`config.mk`:
```
export PLATFORM = sky130hd
export DESIGN_NAME = cla_addsub_pipe
export DESIGN_NICKNAME = d
export VERILOG_FILES = /design/src/rtl/alu_pkg.sv /design/src/rtl/cla_slice16.sv /design/src/rtl/cla_addsub_pipe.sv
export SDC_FILE = /design/constraint.sdc
export NUM_CORES = 1
export LEC_CHECK = 0
export CAP_MARGIN = 20
export CORE_ASPECT_RATIO = 0.7
export CORE_MARGIN = 4
export CORE_UTILIZATION = 31
export CTS_CLUSTER_DIAMETER = 200
export DETAILED_ROUTE_END_ITERATION = 10
export GPL_TIMING_DRIVEN = 0
export PLACE_DENSITY = 0.63
export SYNTH_ARGS = -nofsm -noshare
export SYNTH_HDL_FRONTEND = slang
export SYNTH_SLANG_ARGS = --single-unit
```
`constraint.sdc`:
```
create_clock -name clk -period 7.39 [get_ports clk]
set_input_delay 0.739 -clock clk [delete_from_list [all_inputs] [get_ports clk]]
set_output_delay 0.739 -clock clk [all_outputs]
set_load 0.05 [all_outputs]
```
`src/rtl/alu_pkg.sv`:
```
// Shared ALU datapath constants: slice width, add/sub op encoding and slice-count helper.
package alu_pkg;

  localparam int unsigned SLICE_W = 16;

  localparam logic OP_ADD = 1'b0;
  localparam logic OP_SUB = 1'b1;

  function automatic int unsigned slice_count(input int unsigned width);
    return width / SLICE_W;
  endfunction

endpackage

```
`src/rtl/cla_slice16.sv`:
```
// Combinational 16-bit carry-lookahead slice: four 4-bit groups joined by a
// second-level group P/G lookahead.
module cla_slice16
  import alu_pkg::*;
(
  input  logic [SLICE_W-1:0] a,
  input  logic [SLICE_W-1:0] b,
  input  logic               c_in,
  output logic [SLICE_W-1:0] sum,
  output logic               c_out
);

  logic [SLICE_W-1:0] p;
  logic [SLICE_W-1:0] g;
  logic [3:0]         gp;
  logic [3:0]         gg;
  logic [3:0]         gc;

  assign p = a ^ b;
  assign g = a & b;

  // Group propagate/generate for each 4-bit group
  always_comb begin
    gp = '0;
    gg = '0;
    for (int j = 0; j < 4; j++) begin
      gp[j] = &p[4*j +: 4];
      gg[j] = g[4*j+3]
            | (p[4*j+3] & g[4*j+2])
            | (p[4*j+3] & p[4*j+2] & g[4*j+1])
            | (p[4*j+3] & p[4*j+2] & p[4*j+1] & g[4*j]);
    end
  end

  assign gc[0] = c_in;
  assign gc[1] = gg[0] | (gp[0] & c_in);
  assign gc[2] = gg[1] | (gp[1] & gg[0]) | (gp[1] & gp[0] & c_in);
  assign gc[3] = gg[2] | (gp[2] & gg[1]) | (gp[2] & gp[1] & gg[0])
               | (gp[2] & gp[1] & gp[0] & c_in);
  assign c_out = gg[3] | (gp[3] & gg[2]) | (gp[3] & gp[2] & gg[1])
               | (gp[3] & gp[2] & gp[1] & gg[0])
               | (gp[3] & gp[2] & gp[1] & gp[0] & c_in);

  // Bit sums inside each group from the lookahead group carry
  always_comb begin : b_sum
    logic c;
    sum = '0;
    c   = 1'b0;
    for (int j = 0; j < 4; j++) begin
      c = gc[j];
      for (int i = 0; i < 4; i++) begin
        sum[4*j+i] = p[4*j+i] ^ c;
        c          = g[4*j+i] | (p[4*j+i] & c);
      end
    end
  end

endmodule

```
`src/rtl/cla_addsub_pipe.sv`:
```
// Pipelined CLA adder/subtractor, one 16-bit slice per stage, valid/ready backpressure.
// Optional ADDSUB_SAT_EN: clamp the result to signed max/min on overflow.
module cla_addsub_pipe
  import alu_pkg::*;
#(
  parameter int unsigned WIDTH = 32
) (
  input  logic             clk,
  input  logic             rst_n,
  input  logic             in_valid,
  output logic             in_ready,
  input  logic [WIDTH-1:0] a,
  input  logic [WIDTH-1:0] b,
  input  logic             sub,
  output logic             out_valid,
  input  logic             out_ready,
  output logic [WIDTH-1:0] sum,
  output logic             c_out,
  output logic             ovf
);

  localparam int unsigned SW     = SLICE_W;
  localparam int unsigned NSLICE = slice_count(WIDTH);

  logic             adv;
  logic [WIDTH-1:0] bp;
  logic             last_v;
  logic             last_c;
  logic             last_ovf;
  logic [WIDTH-1:0] last_sum;

  // Single global advance: the whole pipe moves unless the result is stalled
  assign adv      = ~out_valid | out_ready;
  assign in_ready = adv;
  assign bp       = (sub == OP_SUB) ? ~b : b;

  for (genvar k = 0; k < NSLICE; k++) begin : g_stage
    logic [SW-1:0] sa;
    logic [SW-1:0] sb;
    logic [SW-1:0] so;
    logic          ci;
    logic          vi;
    logic          co;

    if (k == 0) begin : g_src
      assign sa = a[SW-1:0];
      assign sb = bp[SW-1:0];
      assign ci = sub;
      assign vi = in_valid;
    end else begin : g_src
      assign sa = g_stage[k-1].g_mid.a_q[SW-1:0];
      assign sb = g_stage[k-1].g_mid.b_q[SW-1:0];
      assign ci = g_stage[k-1].g_mid.c_q;
      assign vi = g_stage[k-1].g_mid.v_q;
    end

    cla_slice16 u_slice (
      .a     (sa),
      .b     (sb),
      .c_in  (ci),
      .sum   (so),
      .c_out (co)
    );

    if (k < NSLICE - 1) begin : g_mid
      // Unconsumed operand slices ride above, finished sum slices below
      localparam int unsigned LO = (k + 1) * SW;
      localparam int unsigned UW = WIDTH - LO;

      logic [UW-1:0] a_q;
      logic [UW-1:0] b_q;
      logic [LO-1:0] s_q;
      logic          c_q;
      logic          v_q;
      logic [UW-1:0] a_up;
      logic [UW-1:0] b_up;
      logic [LO-1:0] s_lo;

      if (k == 0) begin : g_up
        assign a_up = a[WIDTH-1:SW];
        assign b_up = bp[WIDTH-1:SW];
        assign s_lo = so;
      end else begin : g_up
        assign a_up = g_stage[k-1].g_mid.a_q[UW+SW-1:SW];
        assign b_up = g_stage[k-1].g_mid.b_q[UW+SW-1:SW];
        assign s_lo = {so, g_stage[k-1].g_mid.s_q};
      end

      always_ff @(posedge clk) begin
        if (!rst_n) begin
          v_q <= 1'b0;
        end else if (adv) begin
          v_q <= vi;
          c_q <= co;
          a_q <= a_up;
          b_q <= b_up;
          s_q <= s_lo;
        end
      end
    end else begin : g_last
      logic [WIDTH-1:0] raw;
      logic             ovf_raw;

      if (k == 0) begin : g_raw
        assign raw = so;
      end else begin : g_raw
        assign raw = {so, g_stage[k-1].g_mid.s_q};
      end

      // Operand MSBs are the top bits of the final slice inputs
      assign ovf_raw  = (sa[SW-1] == sb[SW-1]) & (raw[WIDTH-1] != sa[SW-1]);
      assign last_v   = vi;
      assign last_c   = co;
      assign last_ovf = ovf_raw;
`ifdef ADDSUB_SAT_EN
      // On overflow the true sign equals the operands' common sign
      assign last_sum = ovf_raw ? {sa[SW-1], {(WIDTH-1){~sa[SW-1]}}} : raw;
`else
      assign last_sum = raw;
`endif
    end
  end

  // Result register doubles as the final pipeline stage
  always_ff @(posedge clk) begin
    if (!rst_n) begin
      out_valid <= 1'b0;
      sum       <= '0;
      c_out     <= 1'b0;
      ovf       <= 1'b0;
    end else if (adv) begin
      out_valid <= last_v;
      sum       <= last_sum;
      c_out     <= last_c;
      ovf       <= last_ovf;
    end
  end

endmodule

```
==> metrics.cfg <==
[synthesis]
async_reset_ff_frac = 0
avgSynthCellArea_um2 = 11.5
ys.flop_type = edfxtp_1
post-synth-top-area-cell = edfxtp_1
synth_edf_count = 49
synth_common_cells = nand2_1 (66), edfxtp_1 (49), inv_1 (47), dfxtp_1 (36), xor2_1 (35)
yosysSeqAreaShare = 0.483
yosysMostFrequentCell = nand2_1
synth_top_area_share = 0.324
netlist_instances = 396
synth_area_leaders = edfxtp_1 (32%), dfxtp_1 (16%), fa_1 (10%), ha_1 (8.8%), xor2_1 (6.8%)
synth.cell_area_mm2 = 0.00454
synth_fp_nets = 520
yosysUniqueCellTypes = 39
yosys_warnings = 0
ys_seq_elements = 85

[power_and_ir_drop]
power_density_mw_per_mm2 = 236
pwr-share-seq = 0.413
p_int_mw = 1.02
swShare = 0.299
leakage_nw = 2.58
ir_worst_vdd_mv = 0.0873
p_comb_frac = 0.273
clockPowerShare = 0.314
p_sw_mw = 0.433

[global_route]
grt_usage = 0.122
grt_max_degree = 42
grt_use_met3 = 0.0321
grt_pass1_wl_um = 16000
busiest_layer = met2
met1_usage = 0.157
grt_util_met2 = 0.202
grt_pass1_vias = 3292
grt_remaining_overflow = 0
antenna_found_initial = 0

[place]
dp_slack_ps = 3290
gp_congestion = 0.810
dp_hpwl_um = 8150
io_buffer_count = 102

[floorplan]
ios = 105
start_util = 0.321
dieHeight_um = 109
core.rowCount = 36
dieArea_mm2 = 0.0167
die_w_um = 153
coreArea_mm2 = 0.0141

[clock_network]
numCtsBuffers = 9
cts_root_buf = clkbuf_16
clk_path_buf_depth = 2
h-tree-depth = 3
ctsResizeCount = 0
post_cts_buffers = 0
hold_buffers = 0
clkTransAtPathRegs_ps = 60
clk_latency_ps = 330
tritoncts = done
cts.sink_count = 85

[hold_path]
hp-start = sum[29]
hp-class = reg2reg

[routing]
antenna_left = 0
first_pass_iters = 4
drt-vias-per-instance = 4.27
drt_iter0_drc = 71
postRouteWirelength_um = 9750
avgRoutedWirePerCell_um = 13.8
post-route-drc-count = 0
via_count = 3013

[critical_path]
required_ps = 7460
critPathLaunchType = input pin
ff2ff_path_depth = 12
worstReg2RegStart = g_stage[0].g_mid.a_q[5]
cp.arrival_ps = 3810
cp_max_fo = 2
r2r_slack_ps = 4060
rr_endpoint = ovf
crit_start = b[0]
crit_type = in2reg
end_kind = flip-flop
endpoint = g_stage[0].g_mid.s_q[15]

[cells_and_area]
fill_cells = 1352
syn_to_final_growth_pct = 35.2
nets = 634
drive_gt1_frac = 0.0544

[sta]
timing_hold_violations_final = 0
skew_ps = 5.03
final_max_slew_viol_count = 0
max_freq_mhz = 267
rsz0062_at_grt = false
tns_ps = 0
setup_viol = 0
fin_crit_sh = 0.506
setup_slack_ps = 3650
worst_pin_slew_ps = 558
slew_headroom = 0.628
fin_crit_ps = 3740

[status]
status = finished, final reports clean

[run]
cap_viol_max_count = 0

-- per-layer routing --
layer	part of all wire	routed length (um)
met5	0	0
met2	0.47	4610
met3	0.037	362
met4	0.011	107
met1	0.48	4670
-- layout make-up --
| cell class | count | area [um^2] | area share |
|---|---|---|---|
| diodes | 1 | 2.50 | 0.000408 |
| plain buffers | 16 | 71.3 | 0.0116 |
| clock buffers | 13 | 293 | 0.0477 |
| clock inverters | 3 | 22.5 | 0.00367 |
| inverters | 47 | 176 | 0.0288 |
| multi-input cells | 248 | 2100 | 0.342 |
| flip-flops and latches | 85 | 2190 | 0.357 |
| well taps | 190 | 238 | 0.0388 |
| repair buffers | 103 | 1040 | 0.170 |
-- worst min-delay path by stage --
stage | to | slack (ps) | cells past startpoint
global placement | sum[29] | 450 | 2
finish | sum[29] | 460 | 2
floorplan | out_valid | 440 | 1
CTS | sum[0] | 460 | 2
detailed placement | sum[0] | 460 | 2
global route | sum[17] | 490 | 2
-- sequential cells by signal, summed over array words and instances (netlist names) --
| register | flops |
|---|---|
| c_out | 1 |
| g_stage.g_mid.a_q | 16 |
| g_stage.g_mid.s_q | 16 |
| g_stage.g_mid.c_q | 1 |
| out_valid | 1 |
| sum | 32 |
| g_stage.g_mid.b_q | 16 |
| ovf | 1 |
| g_stage.g_mid.v_q | 1 |
-- power groups by stage --
stage	clock (mW)	sequential [mW]	combinational, mW
5_1_grt	0.485	0.606	0.437
3_5_place_dp	0	0.610	0.400
6_report	0.455	0.599	0.395
3_3_place_gp	0	0.609	0.391
2_1_floorplan	0	0.697	0.165
4_1_cts	0.466	0.600	0.402
-- cells by family after synthesis --
logic type	after synthesis	share of synthesized area
mux	1	0.00221
flops	85	0.483
fa+ha+maj	55	0.190
buf+inv	63	0.0546
simple gates	88	0.0814
compound gates	62	0.108
xor+xnor	42	0.0811
-- through the flow --
stage	hold slack, ps	util	total power, mW	area (um^2)	instances
2_1_floorplan	441	-	0.862	4540	396
3_3_place_gp	446	0.410	1.00	5800	688
3_5_place_dp	456	0.411	1.01	5820	689
4_1_cts	463	0.434	1.47	6130	705
5_1_grt	492	0.434	1.53	6130	705
6_report	458	0.434	1.45	6130	706
-- worst max-delay path, cell delays in order --
cell	delay, ps
clkdlybuf4s50_1	470
xor2_1	170
ha_1	370
a21oi_4	70
o22ai_2	240
a2111oi_4	150
a21oi_2	170
o22ai_1	110
fa_1	400
fa_1	390
fa_1	390
xnor2_1	140
-- layout by cell type (no fill, tap or decap), drive strengths merged, types with 2 or more instances in the layout --
master         Yosys  final
clkbuf            12     25
nor2b              4      4
fa                23     23
ha                32     32
a21boi            28     28
clkdlybuf4s50      0    102
o211a              5      5
xnor2              7      7
a21oi             12     12
inv               47     48
nor2               5      5
o21ai              2      2
buf                4      5
xor2              35     35
nand4              3      3
o22ai              2      2
nand2             66     66
a21o               5      5
edfxtp            49     49
o21a               2      2
dfxtp             36     36
nand3              4      4
Power figures use the tool's default switching activity.
